==> src/rtl/uart_prog_loader.sv <==
// rtl/uart_prog_loader.sv - UART boot loader writing a framed program image into byte-lane program RAM
// Frame: 0xA5, CNT_HI, CNT_LO, NB_COL*CNT data bytes, 8-bit additive checksum.
module uart_prog_loader #(
  parameter int ADDR_WIDTH   = 12,
  parameter int NB_COL       = 4,
  parameter int COL_WIDTH    = 8,
  parameter int CLKS_PER_BIT = 434,
  parameter int TIMEOUT_CLKS = 2**20
) (
  input  logic                          clock,
  input  logic                          reset_n,
  input  logic                          uart_rxd,
  output logic [NB_COL-1:0]             mem_we,
  output logic [ADDR_WIDTH-1:0]         mem_addr,
  output logic [NB_COL*COL_WIDTH-1:0]   mem_wdata,
  output logic                          load_busy,
  output logic                          load_done,
  output logic                          load_err
);

  localparam int LANE_W = $clog2(NB_COL);
  localparam int IDX_W  = 16 + LANE_W;
  localparam int CNT_W  = $clog2(CLKS_PER_BIT);
  localparam int TO_W   = $clog2(TIMEOUT_CLKS + 1);
  localparam logic [7:0] SYNC_BYTE = 8'hA5;

  typedef enum logic [1:0] {RX_IDLE, RX_START, RX_DATA, RX_STOP} rx_state_t;
  typedef enum logic [2:0] {IDLE, CNT_HI, CNT_LO, DATA, CSUM, DONE, ERR} state_t;

  logic            rxd_s1, rxd_s2, rxd_d;
  rx_state_t       rx_state, rx_state_next;
  logic [CNT_W-1:0] clk_cnt;
  logic [2:0]      bit_cnt;
  logic [7:0]      rx_byte;
  logic            rx_valid, rx_ferr;
  logic            bit_end, half_end, fall;

  state_t          state, state_next;
  logic [7:0]      hi_byte;
  logic [15:0]     word_cnt;
  logic [IDX_W-1:0] byte_idx;
  logic [7:0]      sum;
  logic [TO_W-1:0] idle_cnt;
  logic            timeout, last_byte;
  logic            do_write, set_done, set_err, start_frame;

  assign bit_end  = (clk_cnt == CNT_W'(CLKS_PER_BIT - 1));
  assign half_end = (clk_cnt == CNT_W'(CLKS_PER_BIT / 2 - 1));
  assign fall     = rxd_d & ~rxd_s2;

  always_comb begin
    rx_state_next = rx_state;
    case (rx_state)
      RX_IDLE:  if (fall) rx_state_next = RX_START;
      RX_START: if (half_end) rx_state_next = rxd_s2 ? RX_IDLE : RX_DATA;
      RX_DATA:  if (bit_end && bit_cnt == 3'd7) rx_state_next = RX_STOP;
      RX_STOP:  if (bit_end) rx_state_next = RX_IDLE;
      default:  rx_state_next = RX_IDLE;
    endcase
  end

  // Sample counter restarts on every state change so data bits are timed from mid-start-bit.
  always_ff @(posedge clock or negedge reset_n) begin
    if (!reset_n) begin
      rxd_s1   <= 1'b1;
      rxd_s2   <= 1'b1;
      rxd_d    <= 1'b1;
      rx_state <= RX_IDLE;
      clk_cnt  <= '0;
      bit_cnt  <= '0;
      rx_byte  <= '0;
      rx_valid <= 1'b0;
      rx_ferr  <= 1'b0;
    end else begin
      rxd_s1   <= uart_rxd;
      rxd_s2   <= rxd_s1;
      rxd_d    <= rxd_s2;
      rx_state <= rx_state_next;
      if (rx_state == RX_IDLE || rx_state_next != rx_state || bit_end)
        clk_cnt <= '0;
      else
        clk_cnt <= clk_cnt + CNT_W'(1);
      if (rx_state == RX_START)
        bit_cnt <= '0;
      else if (rx_state == RX_DATA && bit_end) begin
        bit_cnt <= bit_cnt + 3'd1;
        rx_byte <= {rxd_s2, rx_byte[7:1]};
      end
      rx_valid <= (rx_state == RX_STOP) && bit_end && rxd_s2;
      rx_ferr  <= (rx_state == RX_STOP) && bit_end && !rxd_s2;
    end
  end

  assign load_busy = (state == CNT_HI) || (state == CNT_LO) || (state == DATA) || (state == CSUM);
  assign timeout   = load_busy && !rx_valid && (idle_cnt == TO_W'(TIMEOUT_CLKS - 1));
  assign last_byte = (byte_idx == {word_cnt, {LANE_W{1'b0}}} - IDX_W'(1));

  always_comb begin
    state_next  = state;
    do_write    = 1'b0;
    set_done    = 1'b0;
    set_err     = 1'b0;
    start_frame = 1'b0;
    if (timeout || (rx_ferr && load_busy)) begin
      state_next = ERR;
      set_err    = 1'b1;
    end else if (rx_valid) begin
      case (state)
        IDLE, DONE, ERR:
          if (rx_byte == SYNC_BYTE) begin
            state_next  = CNT_HI;
            start_frame = 1'b1;
          end
        CNT_HI: state_next = CNT_LO;
        CNT_LO: state_next = ({hi_byte, rx_byte} == 16'd0) ? CSUM : DATA;
        DATA: begin
          do_write = 1'b1;
          if (last_byte) state_next = CSUM;
        end
        CSUM:
          if (rx_byte == sum) begin
            state_next = DONE;
            set_done   = 1'b1;
          end else begin
            state_next = ERR;
            set_err    = 1'b1;
          end
        default: state_next = IDLE;
      endcase
    end
  end

  always_ff @(posedge clock or negedge reset_n) begin
    if (!reset_n) begin
      state     <= IDLE;
      hi_byte   <= '0;
      word_cnt  <= '0;
      byte_idx  <= '0;
      sum       <= '0;
      idle_cnt  <= '0;
      mem_we    <= '0;
      mem_addr  <= '0;
      mem_wdata <= '0;
      load_done <= 1'b0;
      load_err  <= 1'b0;
    end else begin
      state <= state_next;
      if (rx_valid || !load_busy)
        idle_cnt <= '0;
      else
        idle_cnt <= idle_cnt + TO_W'(1);
      if (rx_valid && state == CNT_HI)
        hi_byte <= rx_byte;
      if (rx_valid && state == CNT_LO) begin
        word_cnt <= {hi_byte, rx_byte};
        byte_idx <= '0;
        sum      <= '0;
      end
      mem_we <= do_write ? (NB_COL'(1) << byte_idx[LANE_W-1:0]) : '0;
      if (do_write) begin
        mem_addr  <= ADDR_WIDTH'(byte_idx >> LANE_W);
        mem_wdata <= {NB_COL{rx_byte}};
        byte_idx  <= byte_idx + IDX_W'(1);
        sum       <= sum + rx_byte;
      end
      if (start_frame) begin
        load_done <= 1'b0;
        load_err  <= 1'b0;
      end
      if (set_done) load_done <= 1'b1;
      if (set_err)  load_err  <= 1'b1;
    end
  end

endmodule
==> config.mk <==
export PLATFORM = sky130hd
export DESIGN_NAME = uart_prog_loader
export DESIGN_NICKNAME = d
export VERILOG_FILES = /design/src/rtl/uart_prog_loader.sv
export SDC_FILE = /design/constraint.sdc
export NUM_CORES = 1
export LEC_CHECK = 0
export ABC_AREA = 0
export BUFFER_PORTS_ARGS = -buffer_cell sky130_fd_sc_hd__buf_2
export CORE_AREA = 2 2 102 129
export CTS_BUF_LIST = sky130_fd_sc_hd__clkbuf_8
export CTS_CLUSTER_DIAMETER = 120
export DETAILED_ROUTE_END_ITERATION = 10
export DIE_AREA = 0 0 104 131
export HOLD_SLACK_MARGIN = 0.12
export PLACE_DENSITY = 0.75
export SLEW_MARGIN = 20
export SYNTH_ARGS = -nofsm -noshare
export SYNTH_HDL_FRONTEND = slang
export SYNTH_SLANG_ARGS = --single-unit
==> constraint.sdc <==
create_clock -name clock -period 3.2 [get_ports clock]
set_clock_uncertainty 0.05 [all_clocks]
set_input_delay 0.48 -clock clock [delete_from_list [all_inputs] [get_ports clock]]
set_output_delay 0.48 -clock clock [all_outputs]
set_load 0.01 [all_outputs]
[After elaboration in Yosys (flattened, before gate mapping)]
Cells that the tools add are included.
Word-level totals
  register bits: 151
  bits of input ports: 3
  output and inout bits: 51
Operators by class
  add/subtract/negate cells: 6
  eq/ne operators: 19
  shifts and indexed selects: 1
  mux-type cells: 40
  bitwise operators: 3
  reduce and logical (&&, ||, !) cells: 31
Operators with widths (count)
  18-bit 2-to-1 mux: 2
  21-bit by 1-bit adder with 21-bit output (second input constant): 1
  21-bit by 20-bit == test with 1-bit output (second input constant): 1
  21-bit 2-to-1 mux: 1
  3-bit 2-to-1 mux: 7
  18-bit by 1-bit adder with 18-bit output (second input constant): 1
  18-bit == test: 1
  1-bit 2-to-1 mux: 18
  18-bit by 1-bit subtractor with 18-bit output (second input constant): 1
  16-bit logical NOT: 1
  8-bit 2-to-1 mux: 2
  3-bit case mux with 5 select lines: 1
  3-bit == test (second input constant): 4
  2-bit 2-to-1 mux: 6
  1-bit logical AND: 10
  2-bit nonzero test: 5
  9-bit by 1-bit adder with 9-bit output (second input constant): 1
  9-bit by 8-bit == test with 1-bit output (second input constant): 1
  9-bit == test (second input constant): 1
  9-bit 2-to-1 mux: 1
  8-bit adder: 1
  8-bit == test: 1
  8-bit == test (second input constant): 1
  2-bit case mux with 4 select lines: 1
  19 further kinds: 30

[Logic depth before layout (Yosys ltp)]
Gate-level depths: netlist of the first run.
  depth in word-level cells: 10
  gate-level depth with buffers: 9
  gate-level depth less buffers: 9

[Least setup slack after synthesis of the first run]
OpenSTA, ideal clock, no wires.
  path kind: reg2reg
  start: register word_cnt[5]
  end: register state[2]
  arrival time: 2.784 ns
  data required time: 3.032 ns
  slack: 0.248 ns
  cell stages (with the launch flop): 9
  period minus slack after synthesis: 2.952 ns
  cell sequence: dfrtp_1 > or4_4 > or4_1 > buf_2 > mux2_4 > mux2_4 > o211a_1 > a211o_1 > a21o_1
Between the ends
  cells in the longest elaborated chain, start to end: 4
Ends and longest elaborated chain
  start, declared: RTL line 40  | logic [15:0] word_cnt;
  start signal, assigned: RTL line 155  | word_cnt <= {hi_byte, rx_byte};
  18-bit by 1-bit subtractor with 18-bit output: RTL line 96  | assign last_byte = (byte_idx == {word_cnt, {LANE_W{1'b0}}} - IDX_W'(1));
  18-bit == test: RTL line 96
  3-bit by 2-bit inequality test with 1-bit output (no line)
  3-bit AND reduction (no line)
  end signal, assigned: RTL line 147  | state <= state_next;
  end, declared: RTL line 38  | state_t state, state_next;
Every way passes these cells.
A chain may end at the register's enable or synchronous reset.

[Worst setup path in the final report of the first run]
  start: register word_cnt[6]
  end: register state[2]
The elaborated chain is that of the path after synthesis.

==> results.ini, run 1 <==
[run_status]
status=completed

[sta]
setup_viol=0
period_share=0.956
max-slew-margin-rel=0.452
worst_pin_slew_ns=0.815
hold_viol=0
setup_slack_ns=0.140
hold_ws_ns=0.307
tns_ns=0
finalCriticalPeriod_ns=3.06
rsz0062_at_grt=no
fmax_mhz=327
slew_viol_final=0

[run]
maxCapViolCount=0

[grt]
grt_pass1_wl_um=24000
gr-total-overflow=0
antenna_found_initial=0
grt_pass1_vias=5113
grt_use_total=0.221
grt_start_max_net_pins=58

[critical_path]
path_buf_inv=0
crit_required_ns=3.48
crit_family=simple AND/OR/NAND/NOR gates
worst-path-stages=7
reg2reg_depth=7
cp-end-kind=flop
crit_arrival_ns=3.34
crit_path_max_incr_delay_ns=0.60
crit_path_cell_trace=or4_4 -> or4_1 -> mux2_4 -> mux2_4 -> o211a_1 -> a211o_1 -> a21o_1
cp_common_cell=mux2_4
critPathKind=reg2reg
cp_slowest_cell=or4_1
start_kind=flop
cp_max_fo=6

[layout]
syn2layout_area_growth_pct=9.87
final_util=0.593
fillCellCount=1082
nNetsFinal=781
fin_area_sq_um=7370
n_antenna_cell=0
final_cells=938
drive_gt1_frac=0.162

[synthesis]
ys_seq_elements=127
yosysUniqueCellTypes=60
synth-async-reset-ratio=1.00
synth.area.top_cells=dfrtp_1, nand2_1, xor2_1, ha_1, nor2_1
synth-edff-count=0
post-synth-top-count-cell=nand2_1
synth_ff_type=dfrtp_1
syn_avg_cell_area_sq_um=9.23
yosysSeqAreaShare=0.474
yosysTopAreaCellShare=0.463
synthesis.nets=749
yosys-top-cells-count=nand2_1, dfrtp_1, nor2_1, o21ai_0, nand3_1
netlist_instances=727
synth_top_cell_by_area=dfrtp_1
synth_area_sq_um=6710
ys.warnings.count=0

[hold_path]
holdPathStages=0
min_path_type=reg2reg

[clocking]
clkLatencyLatePin_ns=0.44
cts-root-buf=clkbuf_8
htree_levels=4
cts_buffer_depth=2
cts_sinks=127
cts_tree=yes
postCtsSetupBuffers=0
numCtsBuffers=17
clkTransAtPathRegs_ns=0.07

[die]
core_area_sq_um=12400
die_area_sq_um=13600
initial_core_util=0.540
die_h_um=131
row_count=46
dieWidth_um=104
boundaryPins=54

[pwr]
vdd_drop_max_uv=246
power_mw=3.01
p_leak_nw=3.71
p_per_area_nw_per_um2=408

[placed_design]
gp_congestion=0.974
portBuffers=53
place_hpwl_um=9890
post-place-ws_ns=0.121
placed_cells=906
place_area_sq_um=7010

[drt]
totalWireLength_um=14100
via_per_inst=5.57
drt_iter0_drc=299
first_pass_iters=5
drt_drc_violations_left=0
antenna_left=0
wire_per_inst_um=15.1
route.vias.total=5226

==> state kept, by name, indices dropped and copies added, names as in the netlist, 4 cells and up <==
name and cells:
idle_cnt 21, mem_we 4, clk_cnt 9, sum 8
mem_wdata 8, hi_byte 8, byte_idx 18, word_cnt 16
rx_byte 8, mem_addr 12
==> placed cells by master, fill, tap and decap left out, types with 8 or more instances in the layout <==
cell        n
nand2_1   144
buf_2      52
nor2_1     59
nor4_1     13
nand4_1    14
o21ai_0    37
dfrtp_1   124
xnor2_1    25
a21oi_1    15
mux2_2     18
nand2b_1    8
clkbuf_8   18
and3_1     11
buf_4      14
nor3_1     13
nand3_1    35
inv_1      23
xor2_1     27
ha_1       17
==> routing by layer <==
metal / track usage / share of wire / wire length (um) / vias up
met5: 0 / 0 / 0 / -
met4: 0.0874 / 0.020 / 277 / 0
met3: 0.0551 / 0.045 / 634 / 20
met2: 0.404 / 0.52 / 7310 / 127
met1: 0.250 / 0.42 / 5900 / 2527
li1: - / - / - / 2552
==> path summary, 6_finish.rpt <==
kind | to | start | slack [ns]
worst max-delay path | state[2] | word_cnt[6] | 0.14
worst min-delay path | rxd_s2 | rxd_s1 | 0.31
worst max register to register | state[2] | word_cnt[6] | 0.14
max in group asynchronous | rxd_d | reset_n | 1.73
worst min register to register | rxd_s2 | rxd_s1 | 0.31
min in group asynchronous | mem_we[1] | reset_n | 0.54
==> power by group <==
group | switching [mW] | total [mW] | internal, mW
Sequential | 0.0492 | 1.69 | 1.64
Clock | 0.589 | 1.19 | 0.603
Combinational | 0.0761 | 0.126 | 0.0500
Total | 0.714 | 3.01 | 2.29
==> final cells by class <==
cell class                      instances  area, sq um  area share
Sequential cell                       127         3180       0.432
Multi-Input combinational cell        525         3170       0.430
Timing Repair Buffer                   69          405      0.0550
Clock buffer                           18          248      0.0336
Tap cell                              168          210      0.0285
Clock inverter                         12         82.6      0.0112
Inverter                               19         71.3     0.00968
==> cell families after synthesis <==
| kind of cell | share of synthesized area |
|---|---|
| flip-flops | 0.474 |
| AO/OA/AOI/OAI | 0.0903 |
| AND/OR/NAND/NOR | 0.235 |
| buffers and inverters | 0.0558 |
| XOR/XNOR | 0.0679 |
| adder cells (fa/ha/maj) | 0.0366 |
| multiplexers | 0.0407 |
==> timing repair <==
action | CTS | global route
endpoints found under the hold margin | 44 | 0
resized for setup | 0 | 2
hold buffers | 2 | 0
setup endpoints to repair | 0 | 2
Power figures use the tool's default switching activity.
==> run 2, diff against run 1 <==
--- a/config.mk
+++ b/config.mk
@@ -5,13 +5,13 @@
 export SDC_FILE = /design/constraint.sdc
 export NUM_CORES = 1
 export LEC_CHECK = 0
-export ABC_AREA = 0
+export ABC_AREA = 1
 export BUFFER_PORTS_ARGS = -buffer_cell sky130_fd_sc_hd__buf_2
-export CORE_AREA = 2 2 102 129
+export CORE_AREA = 2 2 104 131
 export CTS_BUF_LIST = sky130_fd_sc_hd__clkbuf_8
 export CTS_CLUSTER_DIAMETER = 120
 export DETAILED_ROUTE_END_ITERATION = 10
-export DIE_AREA = 0 0 104 131
+export DIE_AREA = 0 0 106 133
 export HOLD_SLACK_MARGIN = 0.12
 export PLACE_DENSITY = 0.75
 export SLEW_MARGIN = 20
==> run 2 against run 1 <==
Worst setup slack better by 0.75 ns. Flip-flop and latch count unchanged. Final area is 3.0% higher. Hold slack worse by 0.00076 ns. Utilization decreased by 0.85 points. Critical endpoint is now byte_idx[10].
==> results.ini, run 2 <==
[critical_path]
crit_required_ns=3.45
cp-end-kind=flop
cp_max_fo=34
crit_arrival_ns=2.56
start_kind=flop
critPathKind=reg2reg

[layout]
nNetsFinal=901
n_antenna_cell=0
largest_register=idle_cnt
final_cell_mix=nand2_1, dfrtp_1, inv_1
syn2layout_area_growth_pct=9.02
final_common_cell=nand2_1
top_regs=idle_cnt: 21 flops, byte_idx: 18 flops, word_cnt: 16 flops
largest_register_ffs=21
drive_gt1_frac=0.168

[clocking]
numCtsBuffers=17
cts_buffer_depth=2
cts_sinks=127
clkLatencyLatePin_ns=0.44
cts-root-buf=clkbuf_8
clkTransAtPathRegs_ns=0.07
cts_tree=yes
postCtsSetupBuffers=0
htree_levels=4

[sta]
hold_viol=0
worst_pin_slew_ns=0.653
rsz0062_at_grt=no
max-slew-margin-rel=0.562
setup_viol=0
period_share=0.721
finalCriticalPeriod_ns=2.31
slew_viol_final=0
tns_ns=0
fmax_mhz=433

[grt]
gr-total-overflow=0
grt_pass1_vias=5218
antenna_found_initial=0
grt_start_max_net_pins=46
grt_use_total=0.211
grt_pass1_wl_um=23900

[synthesis]
synthesis.nets=863
synth-async-reset-ratio=1.00
yosysSeqAreaShare=0.457
synth_ff_type=dfrtp_1
ys.warnings.count=0
synth_top_cell_by_area=dfrtp_1
post-synth-top-count-cell=nand2_1
yosys-top-cells-count=nand2_1, dfrtp_1, inv_1, nor2_1, o21ai_0
syn_avg_cell_area_sq_um=8.28
synth-edff-count=0
synth_area_sq_um=6970
netlist_instances=841
yosysUniqueCellTypes=45
yosysTopAreaCellShare=0.445
synth.area.top_cells=dfrtp_1, nand2_1, inv_1, nor2_1, o21ai_0
ys_seq_elements=127

[die]
initial_core_util=0.536
boundaryPins=54
row_count=47
die_area_sq_um=14100
die_h_um=133
dieWidth_um=106
core_area_sq_um=13000

[placed_design]
gp_congestion=0.910
place_hpwl_um=10200
portBuffers=53

[run]
maxCapViolCount=0

[drt]
drt_iter0_drc=262
antenna_left=0
drt_drc_violations_left=0
via_per_inst=5.08
route.vias.total=5395
first_pass_iters=5
wire_per_inst_um=13.0
totalWireLength_um=13800

[hold_path]
min_path_type=reg2reg

[pwr]
vdd_drop_max_uv=381
p_per_area_nw_per_um2=408
p_leak_nw=3.80
power_mw=3.10

[run_status]
status=completed

[run 2: cell types whose count changed in the layout (fill, tap and decap cells not counted), sizes merged, moves of 11 or more]
cell and change:
o21ai +47, and3 -11, nand2 +57, xnor2 -17, nor2 +41, inv +81
mux2 -16, nand3 +16
[run 2: layout make-up]
class,count,area [sq um]
inverters,102,383
clock buffers,23,317
clock inverters,8,62.6
repair buffers,63,360
multi-input cells,568,3080
fillers,1206,5400
well taps,171,214
flip-flops and latches,127,3180
[run 2: timing repair]
item | CTS | global route
hold buffers | 2 | 0
endpoints found under the hold margin | 42 | 0
gates resized for setup | 0 | 0
[run 2: worst max-delay path, cell delays in order (launching register included)]
cell and delay, ns:
dfrtp_1 0.42, inv_1 0.18, nand3_2 0.12, nand2_2 0.11
nand2_2 0.18, inv_2 0.19, nand3_2 0.11, nand2_2 0.11
nor2_4 0.05, nand2_4 0.09, buf_4 0.35, nor2_1 0.07
nand2_1 0.06, o21ai_0 0.07
[run 2: power breakdown]
part / internal (mW) / switching, mW
registers: 1.63 / 0.0220
logic: 0.0390 / 0.0881
clock network: 0.722 / 0.594
[run 2: worst paths after layout]
check                          from      endpoint  slack (ns)  cells past startpoint
min                          rxd_s1        rxd_s2        0.31                      0
min reg2reg                  rxd_s1        rxd_s2        0.31                      0
max reg2reg                state[0]  byte_idx[10]        0.89                     13
min in group asynchronous   reset_n     mem_we[2]        0.53                      2
max in group asynchronous   reset_n        rxd_s1        1.77                      3
max                        state[0]  byte_idx[10]        0.89                     13
[run 2: per-stage QoR]
| stage | setup WS [ns] | area [sq um] | util | hold slack, ns | std cells |
|---|---|---|---|---|---|
| 2_1_floorplan | 1.30 | 6970 | - | 0.134 | 841 |
| 3_3_place_gp | 0.940 | 7200 | 0.554 | 0.297 | 1029 |
| 3_5_place_dp | 0.869 | 7200 | 0.554 | 0.298 | 1029 |
| 4_1_cts | 0.857 | 7590 | 0.584 | 0.307 | 1062 |
| 5_1_grt | 0.674 | 7590 | 0.584 | 0.308 | 1062 |
| 6_report | 0.892 | 7590 | 0.584 | 0.306 | 1062 |
[run 2: cells by family after synthesis]
family,count (synthesis),share of synthesized area
compound gates,122,0.110
xor+xnor,29,0.0384
fa+ha+maj,19,0.0352
buf+inv,146,0.102
flops,127,0.457
mux,4,0.00647
simple gates,394,0.251
[run 2: layer usage]
metal	GRT usage	routed length [um]	vias to the layer above
met3	0.0478	454	31
met4	0.101	453	0
met5	0	0	-
li1	-	-	2759
met1	0.247	5810	2514
met2	0.365	7090	91
